==> src/rtl/cube_pkg.sv <==
// Shared cube-controller definitions: scan states and frame-store geometry.
// Used by the layer scanner and the UART command decoder.
package cube_pkg;

   localparam int CUBE_LAYERS = 8;
   localparam int CUBE_COLS   = 64;
   localparam int CUBE_BYTES  = CUBE_COLS / 8;
   localparam int CUBE_ADDR_W = $clog2(CUBE_LAYERS * CUBE_BYTES);

   typedef enum logic [1:0] {
      BLANK,
      SHIFT,
      LATCH,
      DISPLAY
   } scan_state_e;

endpackage

==> src/rtl/cube_frame_buffer.sv <==
// Double-buffered voxel frame store: two byte banks selected by a bank bit,
// one write port and one registered read port. Contents are never cleared.
module cube_frame_buffer
   import cube_pkg::*;
#(
   parameter int ADDR_W = CUBE_ADDR_W
) (
   input  logic              clk_i,
   input  logic              wr_en_i,
   input  logic              wr_bank_i,
   input  logic [ADDR_W-1:0] wr_addr_i,
   input  logic [7:0]        wr_data_i,
   input  logic              rd_bank_i,
   input  logic [ADDR_W-1:0] rd_addr_i,
   output logic [7:0]        rd_data_o
);

   logic [7:0] mem_q [2**(ADDR_W+1)];
   logic [7:0] rd_data_q;

   always_ff @(posedge clk_i) begin
      if (wr_en_i) begin
         mem_q[{wr_bank_i, wr_addr_i}] <= wr_data_i;
      end
      rd_data_q <= mem_q[{rd_bank_i, rd_addr_i}];
   end

   assign rd_data_o = rd_data_q;

endmodule

==> src/rtl/cube_layer_scanner.sv <==
// Layer-multiplexed cube scanner: shifts each layer into a 74HC595 chain, latches,
// then lights the layer. Optional PWM brightness via CUBE_SCAN_BRIGHTNESS_EN.
module cube_layer_scanner
   import cube_pkg::*;
#(
   parameter int LAYERS       = CUBE_LAYERS,
   parameter int COLS         = CUBE_COLS,
   parameter int CLK_DIV      = 4,
   parameter int BLANK_CYCLES = 16,
   parameter int DWELL_CYCLES = 5000,
   localparam int LAYER_W     = $clog2(LAYERS),
   localparam int BYTES       = COLS / 8,
   localparam int BYTE_W      = $clog2(BYTES),
   localparam int ADDR_W      = LAYER_W + BYTE_W
) (
   input  logic              clk_i,
   input  logic              reset_i,
   input  logic              wr_en_i,
   input  logic [ADDR_W-1:0] wr_addr_i,
   input  logic [7:0]        wr_data_i,
   input  logic              swap_req_i,
   output logic              swap_pending_o,
   output logic              frame_tick_o,
   output logic              ser_data_o,
   output logic              ser_clk_o,
   output logic              latch_o,
   output logic              oe_n_o,
   output logic [LAYERS-1:0] layer_en_o
`ifdef CUBE_SCAN_BRIGHTNESS_EN
   ,
   input  logic [3:0]        bright_i
`endif
);

   localparam int BIT_W   = $clog2(COLS);
   localparam int CNT_MAX = (DWELL_CYCLES > BLANK_CYCLES)
                            ? ((DWELL_CYCLES > CLK_DIV) ? DWELL_CYCLES : CLK_DIV)
                            : ((BLANK_CYCLES > CLK_DIV) ? BLANK_CYCLES : CLK_DIV);
   localparam int CNT_W   = $clog2(CNT_MAX + 1);

   localparam logic [CNT_W-1:0]   BLANK_LAST = CNT_W'(BLANK_CYCLES - 1);
   localparam logic [CNT_W-1:0]   DIV_LAST   = CNT_W'(CLK_DIV - 1);
   localparam logic [CNT_W-1:0]   DWELL_LAST = CNT_W'(DWELL_CYCLES - 1);
   localparam logic [BIT_W-1:0]   BIT_LAST   = BIT_W'(COLS - 1);
   localparam logic [LAYER_W-1:0] LAYER_LAST = LAYER_W'(LAYERS - 1);

   scan_state_e        state_q, state_d;
   logic [CNT_W-1:0]   cnt_q, cnt_d;
   logic               half_q, half_d;
   logic [BIT_W-1:0]   bit_q, bit_d;
   logic [LAYER_W-1:0] layer_q, layer_d;
   logic               front_q, front_d;
   logic               pend_q, pend_d;
   logic               frame_end;
   logic [7:0]         rd_data;
   logic               rd_bank;
   logic [LAYER_W-1:0] rd_layer;
   logic [BIT_W-1:0]   rd_bit;
   logic [BYTE_W-1:0]  rd_byte;

   assign frame_end = (state_q == DISPLAY) && (cnt_q == DWELL_LAST) && (layer_q == LAYER_LAST);

   // Read address follows next-state so rd_data matches the current byte every cycle.
   assign rd_bank  = reset_i ? 1'b0 : front_d;
   assign rd_layer = reset_i ? '0 : layer_d;
   assign rd_bit   = reset_i ? '0 : bit_d;
   assign rd_byte  = BYTE_W'(BYTES - 1) - rd_bit[BIT_W-1:3];

   cube_frame_buffer #(
      .ADDR_W(ADDR_W)
   ) u_fb (
      .clk_i    (clk_i),
      .wr_en_i  (wr_en_i),
      .wr_bank_i(~front_q),
      .wr_addr_i(wr_addr_i),
      .wr_data_i(wr_data_i),
      .rd_bank_i(rd_bank),
      .rd_addr_i({rd_layer, rd_byte}),
      .rd_data_o(rd_data)
   );

`ifdef CUBE_SCAN_BRIGHTNESS_EN
   logic [3:0] pwm_q, pwm_d;
   assign pwm_d = (state_q == DISPLAY) ? pwm_q + 4'd1 : 4'd0;
`endif

   always_ff @(posedge clk_i) begin
      if (reset_i) begin
         state_q <= BLANK;
         cnt_q   <= '0;
         half_q  <= 1'b0;
         bit_q   <= '0;
         layer_q <= '0;
         front_q <= 1'b0;
         pend_q  <= 1'b0;
`ifdef CUBE_SCAN_BRIGHTNESS_EN
         pwm_q   <= 4'd0;
`endif
      end else begin
         state_q <= state_d;
         cnt_q   <= cnt_d;
         half_q  <= half_d;
         bit_q   <= bit_d;
         layer_q <= layer_d;
         front_q <= front_d;
         pend_q  <= pend_d;
`ifdef CUBE_SCAN_BRIGHTNESS_EN
         pwm_q   <= pwm_d;
`endif
      end
   end

   always_comb begin
      state_d = state_q;
      cnt_d   = cnt_q;
      half_d  = half_q;
      bit_d   = bit_q;
      layer_d = layer_q;
      front_d = front_q;
      pend_d  = pend_q;
      unique case (state_q)
         BLANK: begin
            if (cnt_q == BLANK_LAST) begin
               state_d = SHIFT;
               cnt_d   = '0;
            end else begin
               cnt_d = cnt_q + 1'b1;
            end
         end
         SHIFT: begin
            if (cnt_q == DIV_LAST) begin
               cnt_d  = '0;
               half_d = ~half_q;
               if (half_q) begin
                  if (bit_q == BIT_LAST) begin
                     state_d = LATCH;
                     bit_d   = '0;
                  end else begin
                     bit_d = bit_q + 1'b1;
                  end
               end
            end else begin
               cnt_d = cnt_q + 1'b1;
            end
         end
         LATCH: begin
            if (cnt_q == DIV_LAST) begin
               state_d = DISPLAY;
               cnt_d   = '0;
            end else begin
               cnt_d = cnt_q + 1'b1;
            end
         end
         DISPLAY: begin
            if (cnt_q == DWELL_LAST) begin
               state_d = BLANK;
               cnt_d   = '0;
               layer_d = (layer_q == LAYER_LAST) ? '0 : layer_q + 1'b1;
            end else begin
               cnt_d = cnt_q + 1'b1;
            end
         end
         default: state_d = BLANK;
      endcase
      // A request arriving on the boundary itself waits for the following frame.
      if (frame_end && pend_q) begin
         front_d = ~front_q;
         pend_d  = 1'b0;
      end else if (swap_req_i) begin
         pend_d = 1'b1;
      end
   end

   always_comb begin
      ser_data_o = 1'b0;
      ser_clk_o  = 1'b0;
      latch_o    = 1'b0;
      oe_n_o     = 1'b1;
      layer_en_o = '0;
      unique case (state_q)
         SHIFT: begin
            ser_data_o = rd_data[~bit_q[2:0]];
            ser_clk_o  = half_q;
         end
         LATCH: latch_o = 1'b1;
         DISPLAY: begin
            layer_en_o = LAYERS'(1) << layer_q;
`ifdef CUBE_SCAN_BRIGHTNESS_EN
            oe_n_o     = !(pwm_q < bright_i);
`else
            oe_n_o     = 1'b0;
`endif
         end
         default: ;
      endcase
   end

   assign frame_tick_o   = frame_end;
   assign swap_pending_o = pend_q;

endmodule

==> config.mk <==
export PLATFORM = sky130hd
export DESIGN_NAME = cube_layer_scanner
export DESIGN_NICKNAME = d
export VERILOG_FILES = /design/src/rtl/cube_pkg.sv /design/src/rtl/cube_frame_buffer.sv /design/src/rtl/cube_layer_scanner.sv
export SDC_FILE = /design/constraint.sdc
export NUM_CORES = 1
export LEC_CHECK = 0
export CAP_MARGIN = 15
export CORE_AREA = 2 2 262 264
export CTS_CLUSTER_DIAMETER = 40
export DETAILED_ROUTE_END_ITERATION = 6
export DIE_AREA = 0 0 264 266
export PLACE_DENSITY = 0.77
export REMOVE_ABC_BUFFERS = 1
export SLEW_MARGIN = 10
export SYNTH_ARGS = -nofsm -noshare
export SYNTH_HDL_FRONTEND = slang
export SYNTH_SLANG_ARGS = --single-unit
export TNS_END_PERCENT = 50
==> constraint.sdc <==
create_clock -name clk_i -period 4.6 [get_ports clk_i]
set_input_delay 1.38 -clock clk_i [delete_from_list [all_inputs] [get_ports clk_i]]
set_output_delay 1.38 -clock clk_i [all_outputs]
set_load 0.01 [all_outputs]
==> results of run 1 <==
## final cells by class
cell class,count,area (µm²)
Clock buffer,155,3547
Fill cell,4070,19150
Antenna cell,4,10.01
Multi-Input combinational cell,1590,9672
Inverter,13,61.31
Clock inverter,90,840.8
Timing Repair Buffer,199,1906
Tap cell,882,1104
Sequential cell,1059,31450
## kinds of logic after synthesis
| kind of cell | synth area share |
|---|---|
| mux | 0.03110 |
| simple gates | 0.08653 |
| buf+inv | 0.02273 |
| flops | 0.7480 |
| compound gates | 0.1051 |
| fa+ha+maj | 0.003868 |
| xor+xnor | 0.002708 |
## power groups by stage
stage	Sequential, mW	Clock [mW]	Combinational [mW]
final	10.6	10.1	0.344
after global routing	10.6	10.6	0.361
after CTS	10.6	10.2	0.337
after detailed placement	10.8	0	0.336
after global placement	10.8	0	0.320
after floorplan	10.8	0	0.0760
## registers in the layout, summed over array words and instances, names as in the netlist
name	cells
u_fb.rd_data_o	8
bit_q	6
u_fb.mem_q	1024
swap_pending_o	1
state_q	2
cnt_q	13
layer_q	3
front_q	1
half_q	1
## per-layer routing
layer	vias to the layer above	wire, µm	part of all wire	global-route usage
met4	2	5592	0.050	0.1620
met3	332	12180	0.11	0.06996
met5	-	10	0.000090	0
li1	11470	-	-	-
met2	1944	52280	0.47	0.4966
met1	13440	41570	0.37	0.4325
## how the worst min path moves through the flow
| stage | startpoint | endpoint | slack (ps) | cells past startpoint |
|---|---|---|---|---|
| after floorplan | cnt_q[0] | cnt_q[0] | 410 | 1 |
| after global placement | cnt_q[0] | cnt_q[0] | 420 | 1 |
| after detailed placement | cnt_q[0] | cnt_q[0] | 470 | 1 |
| after CTS | cnt_q[0] | cnt_q[0] | 470 | 1 |
| after global routing | cnt_q[0] | cnt_q[0] | 490 | 1 |
| final | cnt_q[0] | cnt_q[0] | 470 | 1 |
## synth_stat cells (25+ instances only)
library cell,number
buf_2,92
or4_1,27
mux2i_1,89
dfxtp_1,35
o22ai_1,50
a32oi_1,104
o21ai_0,50
nor2_1,176
a221o_1,57
nand3_1,84
a2111oi_0,25
a21oi_1,191
nand2_1,414
mux2_2,33
clkbuf_1,86
o211ai_1,39
edfxtp_1,1024
## per-stage QoR
stage | utilization | setup slack, ps | hold slack, ps
3_3_place_gp | 0.6521 | 98.14 | 423.0
4_1_cts | 0.7169 | 3.146 | 473.3
3_5_place_dp | 0.6521 | 103.1 | 465.5
5_1_grt | 0.7171 | 44.49 | 489.3
2_1_floorplan | - | -7815 | 413.2
6_report | 0.7173 | 127.2 | 465.3
==> out/summary.txt, run 1 <==
OUTCOME
------------------------------------------------------------------------------------
Result of the run                                                          completed

POWER
------------------------------------------------------------------------------------
Leak Pwr                                                                    16.02 nW
Worst IR Drop VDD                                                          0.3222 mV
Post-layout total power                                                     21.12 mW
Total power density per cell area                                       434.6 nW/µm²
Share of total power in the clock network                                      0.480
Proportion of power drawn by flip-flops and latches                            0.503
Switching share of total power                                                0.2075
Net switching component of the power                                        4.381 mW
Share of power burned in combinational logic                                   0.016
Pint                                                                        16.73 mW

TIMING
------------------------------------------------------------------------------------
Unrepaired setup endpoints after global routing                                false
Final cycle utilization of the critical path                                  0.9723
TNS Setup                                                                       0 ps
F_max                                                                     0.2236 GHz
Number of slew-limit violations in the final report                                0
Worst slew slack as a fraction of its limit                                   0.2537
Setup-failing EPs final                                                            0
Tightest Pin Transition                                                      1119 ps
Count of endpoints failing hold in the final timing report                         0
Min Tclk post-route                                                          4473 ps
Worst setup skew after layout                                               30.47 ps

WORST SETUP PATH
------------------------------------------------------------------------------------
Internal reg-to-reg setup slack                                               200 ps
Delay of the slowest cell on the worst path                                   530 ps
Worst reg2reg startpoint                                                    cnt_q[0]
Critical path, cell by cell                                             ha_1 -> or4b_1 -> buf_4 -> nor4_2 -> and2_1 -> clkdlybuf4s50_1
R2R depth                                                                         13
Critical Path End                                                       frame_tick_o
Crit path DAT                                                                3090 ps
Largest delay contributor family on the critical path                   simple AND/OR/NAND/NOR gates
Endpoint of the lowest-slack register-to-register path                  u_fb.rd_data_o[0]
Crit-path max FO                                                                   6
Slowest stage cell on the critical path                                 clkdlybuf4s50_1
Critical path buffers and inverters                                                2
Worst Path Required                                                          3220 ps
Crit path depth                                                                    6
Sort of element at the end of the critical path                           output pin
Crit path launch                                                            cnt_q[0]
Worst Setup Path Type                                                     reg -> out
Element type at the critical path start                                    flip-flop

FINAL LAYOUT
------------------------------------------------------------------------------------
# nets final                                                                    3027
Final non-filler cell total                                                     3992
Layout Cell Area excl Fill                                                 48590 µm²
Ratio of cells with drive above 1 in the final layout                         0.1439
Leading cell types in the layout, fill and taps excluded                edfxtp_1, nand2_1, a21oi_1
Area grow syn2layout                                                          15.56%
Most common cell after layout, fill and taps aside                          edfxtp_1

CLOCKING
------------------------------------------------------------------------------------
Inserted Clock Buffers                                                           133
Clock root buffer                                                          clkbuf_16
Clk_lat worst skew                                                            720 ps
CTS hold repair buffers                                                            0
CTS max path bufs                                                                  3
CTS tree                                                                       built
Post-cts sizing count                                                              0
# H-tree levels                                                                    4
CTS clock-pin slew for the worst setup and hold paths                          60 ps
Number of clock sinks seen by CTS                                               1059
Post-CTS setup buffer count                                                        0

SYNTH
------------------------------------------------------------------------------------
Synth area leaders                                                      edfxtp_1, nand2_1, a21oi_1, a32oi_1, mux2i_1
Post-synthesis instance total                                                   2859
Average cell area after synthesis                                          14.71 µm²
Area share of the leading cell type in the synthesized netlist                0.7313
Ys Warns                                                                           0
Proportion of synthesized chip area in sequential cells                       0.7480
Number of flops mapped to enable cells by yosys                                 1024
Number of different library cells in the post-synthesis netlist                   65
Proportion of synthesized flip-flops having asynchronous set or reset              0
Mapped cell area                                                           42050 µm²
Ys flop type                                                                edfxtp_1
Post-synth top area cell                                                    edfxtp_1
Yosys reg bits                                                                  1059

DIE
------------------------------------------------------------------------------------
Placement row count                                                               96
Placeable core region                                                      67750 µm²
Die outline width                                                             264 µm
Die Height                                                                    266 µm
Starting utilization of the core area                                         0.6207
Die area                                                                   70220 µm²
Top Ports                                                                         32

GRT
------------------------------------------------------------------------------------
Largest net degree at the start of global routing                                105
First-pass GRT wire length                                                 165700 µm
Antenna violations before repair                                                   1
Gr ovfl total                                                                      0
Gr usage total                                                                0.3198
Vias in the first global route                                                 26670

WORST HOLD PATH
------------------------------------------------------------------------------------
Hold/Removal Path Class                                                   reg -> reg

DRT
------------------------------------------------------------------------------------
Routed Antenna Nets                                                                0
Total via count in the routed design                                           27190
DR vias/cell                                                                   6.811
Sum of routed wire length over all layers                                  111600 µm
DRC violation total after the first TritonRoute iteration                       4145
Post-route DRC                                                                     0
Number of optimization iterations in the first detailed-route pass                 6
Routed len/inst                                                             27.97 µm

PLACE
------------------------------------------------------------------------------------
RePlAce Congestion                                                            0.9157
Placed inst area                                                           44180 µm²
Port Buffers                                                                      31
Detailed-placement wirelength estimate                                      66960 µm
Inst Count DP                                                                   3743

RUN
------------------------------------------------------------------------------------
Number of violations of the max-capacitance limit                                  0

(Power assumes the default switching activity.)
==> inputs of run 2 (changes only) <==
--- a/config.mk
+++ b/config.mk
@@ -10,7 +10,8 @@
 export CTS_CLUSTER_DIAMETER = 40
 export DETAILED_ROUTE_END_ITERATION = 6
 export DIE_AREA = 0 0 264 266
-export PLACE_DENSITY = 0.77
+export DONT_BUFFER_PORTS = 1
+export PLACE_DENSITY = 0.76
 export REMOVE_ABC_BUFFERS = 1
 export SLEW_MARGIN = 10
 export SYNTH_ARGS = -nofsm -noshare
==> run 2 against run 1 <==
Net effect:
- clock-buffer cell count shrank 22
- critical path type is now reg -> reg
- cell count shrank 1.2%
- clock power down 5%
- largest power group unchanged
- fmax is 2.2% higher
- via count down 3.0%
- register-to-register slack improved by 20 ps
- hold slack lost 12 ps
- critical path depth is 6 higher
- non-clock buffer count decreased by 21
- core utilization decreased by 1.0 points
- highest routed layer is now met4
- worst setup slack better by 96 ps
- first-iteration DRC count decreased by 8.3%
==> out/summary.txt, run 2 (same netlist as run 1, synthesis figures left out) <==
OUTCOME
---------------------------------------------------------------------------------
Result of the run                                                       completed

DIE
---------------------------------------------------------------------------------
Die outline width                                                          264 µm
Top Ports                                                                      32
Starting utilization of the core area                                      0.6207
Placeable core region                                                   67750 µm²
Die area                                                                70220 µm²
Die Height                                                                 266 µm
Placement row count                                                            96

WORST SETUP PATH
---------------------------------------------------------------------------------
Slowest stage cell on the critical path                                     or4_1
Critical path buffers and inverters                                             2
Delay of the slowest cell on the worst path                                710 ps
Sort of element at the end of the critical path                         flip-flop
Largest delay contributor family on the critical path                simple AND/OR/NAND/NOR gates
Worst Path Required                                                       5200 ps
Crit path DAT                                                             4980 ps
Crit-path max FO                                                               67
Worst Setup Path Type                                                  reg -> reg
Element type at the critical path start                                 flip-flop
Cell with the most instances on the worst path                           o211ai_1
Critical path, cell by cell                                          ha_1 -> or4b_1 -> or4_4 -> nor4b_4 -> a2bb2oi_4 -> buf_12 -> buf_4 -> a32oi_1 -> o211ai_1 -> o211ai_1 -> or4_1 -> nand4_1

PLACE
---------------------------------------------------------------------------------
Detailed-placement wirelength estimate                                   63660 µm
RePlAce Congestion                                                         0.9422
Port Buffers                                                                    0
Placed inst area                                                        43820 µm²

WORST HOLD PATH
---------------------------------------------------------------------------------
Hold/Removal Path Class                                                reg -> reg

TIMING
---------------------------------------------------------------------------------
Final cycle utilization of the critical path                               0.9516
Tightest Pin Transition                                                   1027 ps
Worst Hold Margin                                                        453.7 ps
Worst setup skew after layout                                            28.30 ps
Worst slew slack as a fraction of its limit                                0.3126
TNS Setup                                                                    0 ps
Setup-failing EPs final                                                         0
Unrepaired setup endpoints after global routing                             false
Min Tclk post-route                                                       4377 ps
Count of endpoints failing hold in the final timing report                      0
F_max                                                                  0.2285 GHz
Number of slew-limit violations in the final report                             0

CLOCKING
---------------------------------------------------------------------------------
# H-tree levels                                                                 3
Number of clock sinks seen by CTS                                            1059
Clock root buffer                                                       clkbuf_16
CTS hold repair buffers                                                         0
CTS clock-pin slew for the worst setup and hold paths                       60 ps
CTS max path bufs                                                               3
CTS tree                                                                    built
Clk_lat worst skew                                                         690 ps
Inserted Clock Buffers                                                        118

FINAL LAYOUT
---------------------------------------------------------------------------------
Largest register FFs                                                         1024
Leading cell types in the layout, fill and taps excluded             edfxtp_1, nand2_1, a21oi_1
Area grow syn2layout                                                       13.93%
Largest Register                                                       u_fb.mem_q
Filler Cells Inserted                                                        4256
Layout Cell Area excl Fill                                              47900 µm²
Most common cell after layout, fill and taps aside                       edfxtp_1
# nets final                                                                 2991
Ratio of cells with drive above 1 in the final layout                      0.1380

DRT
---------------------------------------------------------------------------------
DR vias/cell                                                                6.687
Post-route DRC                                                                  0
Routed len/inst                                                          27.21 µm
Number of optimization iterations in the first detailed-route pass              6
DRC violation total after the first TritonRoute iteration                    3803
Routed Antenna Nets                                                             0
Total via count in the routed design                                        26370
Sum of routed wire length over all layers                               107300 µm

GRT
---------------------------------------------------------------------------------
First-pass GRT wire length                                              160200 µm
Vias in the first global route                                              25900
Antenna violations before repair                                                4
Gr ovfl total                                                                   0
Largest net degree at the start of global routing                             129
Gr usage total                                                             0.3063

POWER
---------------------------------------------------------------------------------
Worst IR Drop VDD                                                       0.3820 mV
Total power density per cell area                                    424.6 nW/µm²
Post-layout total power                                                  20.34 mW
Leak Pwr                                                                 15.79 nW

RUN
---------------------------------------------------------------------------------
Number of violations of the max-capacitance limit                               0

-- run 2: cell count changes in the layout (fill, tap and decap cells not counted), sizes merged --
cell           change
buf                +2
bufinv             +9
clkinvlp           -7
clkdlybuf4s50     -23
clkinv             -7
clkbuf            -22
inv                +1
diode              -2
-- run 2: cell type report --
type                    instances  area, µm²  share of cell area
clock inverters                86      985.9             0.02058
flip-flops and latches       1059      31450              0.6565
multi-input cells            1590       9663              0.2017
diodes                          2      5.005           0.0001045
well taps                     882       1104             0.02304
clock buffers                 133       3040             0.06347
repair buffers                178       1594             0.03328
inverters                      13      61.31            0.001280
-- run 2: metal layers --
layer,track usage,wire [µm]
met5,0,0
met1,0.4060,39030
met2,0.4937,51290
met4,0.1440,5130
met3,0.06211,11850
-- run 2: metrics by stage --
step / std cells / utilization / setup slack (ps)
3_5_place_dp: 3718 / 0.6468 / 84.17
4_1_cts: 3937 / 0.7062 / 31.67
2_1_floorplan: 2662 / - / -7815
6_report: 3943 / 0.7071 / 222.8
3_3_place_gp: 3718 / 0.6468 / 108.7
5_1_grt: 3941 / 0.7070 / 38.01
-- run 2: worst paths after layout --
path         startpoint                end  slack, ps  cells past startpoint
max            cnt_q[0]  u_fb.rd_data_o[7]        220                     12
min            cnt_q[0]           cnt_q[0]        450                      1
max reg2reg    cnt_q[0]  u_fb.rd_data_o[7]        220                     12
min reg2reg    cnt_q[0]           cnt_q[0]        450                      1
-- run 2: power breakdown --
part	internal [mW]	total [mW]	switching [mW]	leakage, nW
logic	0.0385	0.128	0.0900	4.34
registers	10.6	10.6	0.0170	9.49
clock network	5.75	9.59	3.84	1.96
total	16.4	20.3	3.95	15.8
-- run 2: repair_timing --
item	CTS	global route
setup buffers	0	4
gates resized for setup	0	2
endpoints found under the setup margin	0	8
==> RTL edit, RTL diff (config.mk and constraints of run 2) <==
The option `CUBE_SCAN_BRIGHTNESS_EN` is turned on by a define.
--- a/src/rtl/cube_layer_scanner.sv
+++ b/src/rtl/cube_layer_scanner.sv
@@ -1,5 +1,7 @@
 // Layer-multiplexed cube scanner: shifts each layer into a 74HC595 chain, latches,
 // then lights the layer. Optional PWM brightness via CUBE_SCAN_BRIGHTNESS_EN.
+`define CUBE_SCAN_BRIGHTNESS_EN
+
 module cube_layer_scanner
    import cube_pkg::*;
 #(
Ports: changed (added bright_i); port bits go from 32 to 36. No check against the original RTL was run, so the function may have changed too.
==> RTL edit against run 2 <==
Non-clock buffer count decreased by 6. Die area unchanged. Area after synthesis increased by 5.3%. First-iteration DRC count increased by 20%. Via count increased by 7.6%. Sequential cell count increased by 4. Clock skew decreased by 8.6 ps. Power increased by 5.7%. Worst setup slack improved by 11 ps. Routed wire length increased by 11%. Cell area increased by 5.5%. Sequential power about the same. Maximum frequency increased by 0.26%.
==> RTL edit: results <==
export IMPL_portBuffers=0
export IMPL_clockBufferDepth=3
export IMPL_clk_latency_ps=730
export IMPL_regMostFlops="u_fb.mem_q"
export IMPL_avgViaCountPerCell=6.96
export IMPL_drive_gt1_share_pct=15.0
export IMPL_async_flop_share_pct=0
export IMPL_hold_end="cnt_q[0]"
export IMPL_ys_seq_area_share_pct=71.2
export IMPL_nets=3127
export IMPL_cts_made_buffers=136
export IMPL_hold_depth=1
export IMPL_reg2regPathDepth=12
export IMPL_synth_avg_cell_area_um2=14.8
export IMPL_worstReg2RegEnd="u_fb.rd_data_o[0]"
export IMPL_first_iter_violations=4549
export IMPL_synth_area_leaders="edfxtp_1, mux2i_1, nand2_1, a221oi_1, dfxtp_1"
export IMPL_synth_enable_flop_cells=1024
export IMPL_outcome="complete, no violations"
export IMPL_postCtsSetupBuffers=0
export IMPL_worst_slack_ps=234
export IMPL_dr_pass1_iters=6
export IMPL_place_congestion=0.957
export IMPL_fin_skew_ps=19.7
export IMPL_cts_reportedPaths_clkPinSlew_ps=50
export IMPL_grtUsageTotal_pct=34.0
export IMPL_clockRootBuffer="clkbuf_16"
export IMPL_rrSetupSlack_ps=230
export IMPL_yosysWarnings=0
export IMPL_ir_drop_v=0.000398
export IMPL_slew_headroom_pct=28.2
export IMPL_min_from="cnt_q[0]"
export IMPL_largest_register_ffs=1024
export IMPL_ys_types=80
export IMPL_crit_path_max_fanout=57
export IMPL_pre_cts_ws_ps=-50.8
export IMPL_wl_per_cell_um=29.1
export IMPL_arrival_ps=4930
export IMPL_htree_levels=4
export IMPL_fillerInstances=4030
export IMPL_min_path_type="register to register"
export IMPL_power_switching_mw=4.23
export IMPL_dpl_hpwl_um=70600
export IMPL_grt_antenna_before_repair=0
export IMPL_placedCellCount=3833
export IMPL_p_leak_nw=16.7
export IMPL_grt_pass1_wl_um=176000
export IMPL_grt_ovfl_total=0
export IMPL_grt_max_degree=129
export IMPL_synth_common_cells="edfxtp_1, nand2_1, mux2i_1, nor2_1, a221oi_1"
export IMPL_reg2reg_from="cnt_q[0]"
export IMPL_vias=28400
-- RTL edit: timing repair --
item,4_1_cts,5_1_grt
resized for setup,4,9
endpoints found under the setup margin,5,8
pin swaps,1,0
-- RTL edit: cells by family after synthesis --
kind of cell | Yosys count | synth area share, %
AOI/OAI and AO/OA | 576 | 10.5
and+or+nand+nor | 837 | 9.01
xor gates and xnor gates | 16 | 0.316
adders and majority gates | 16 | 0.452
buffers and inverters | 244 | 2.72
DFF | 1063 | 71.2
muxes | 249 | 5.81
-- RTL edit: final cells by class --
cell class,count,area [um2],area share (%)
multi-input cells,1694,11700,23.1
clock inverters,86,980,1.94
clock buffers,159,3620,7.16
inverters,22,100,0.198
diodes,2,5.00,0.00991
flip-flops and latches,1063,31500,62.4
well taps,882,1100,2.18
repair buffers,172,1500,2.98
-- RTL edit: through the flow --
step | hold slack (ps) | util [%] | area (um2)
floorplan | 413 | - | 43200
global placement | 436 | 67.7 | 45900
detailed placement | 436 | 67.7 | 45900
CTS | 445 | 74.5 | 50500
global route | 460 | 74.6 | 50500
finish | 443 | 74.6 | 50500
-- RTL edit: per-layer routing --
metal	track usage [%]	vias up	routed length, um
li1	-	12100	-
met1	44.7	14100	44000
met2	54.9	1811	57400
met3	7.41	318	12000
met4	15.6	0	5550
met5	0	-	0
-- RTL edit: critical path, stage by stage, from the launching register on --
cell	delay, ps
dfxtp_1	350
ha_1	210
or4b_4	570
nor4_4	290
a21boi_2	120
o21ai_4	330
clkinv_8	320
buf_4	370
a221oi_1	420
a311oi_1	130
nor4_1	710
a211o_1	280
o311ai_1	110
-- RTL edit: worst max-delay path by stage --
stage                   from                end  slack (ps)  depth (start not counted)
global placement    cnt_q[0]  u_fb.rd_data_o[6]         -20                         11
CTS                 cnt_q[0]  u_fb.rd_data_o[6]         -20                         11
floorplan           cnt_q[0]  u_fb.rd_data_o[6]       -9310                         11
global route        cnt_q[0]  u_fb.rd_data_o[0]         130                         13
finish              cnt_q[0]  u_fb.rd_data_o[0]         230                         12
detailed placement  cnt_q[0]  u_fb.rd_data_o[0]         -50                         13
-- RTL edit: power groups by stage --
stage          Clock, mW  Sequential, mW  Combinational [mW]
6_report            10.7            10.6               0.173
3_3_place_gp           0            10.8               0.160
4_1_cts             10.7            10.6               0.165
3_5_place_dp           0            10.8               0.164
5_1_grt             11.1            10.6               0.182
2_1_floorplan          0            10.8              0.0956
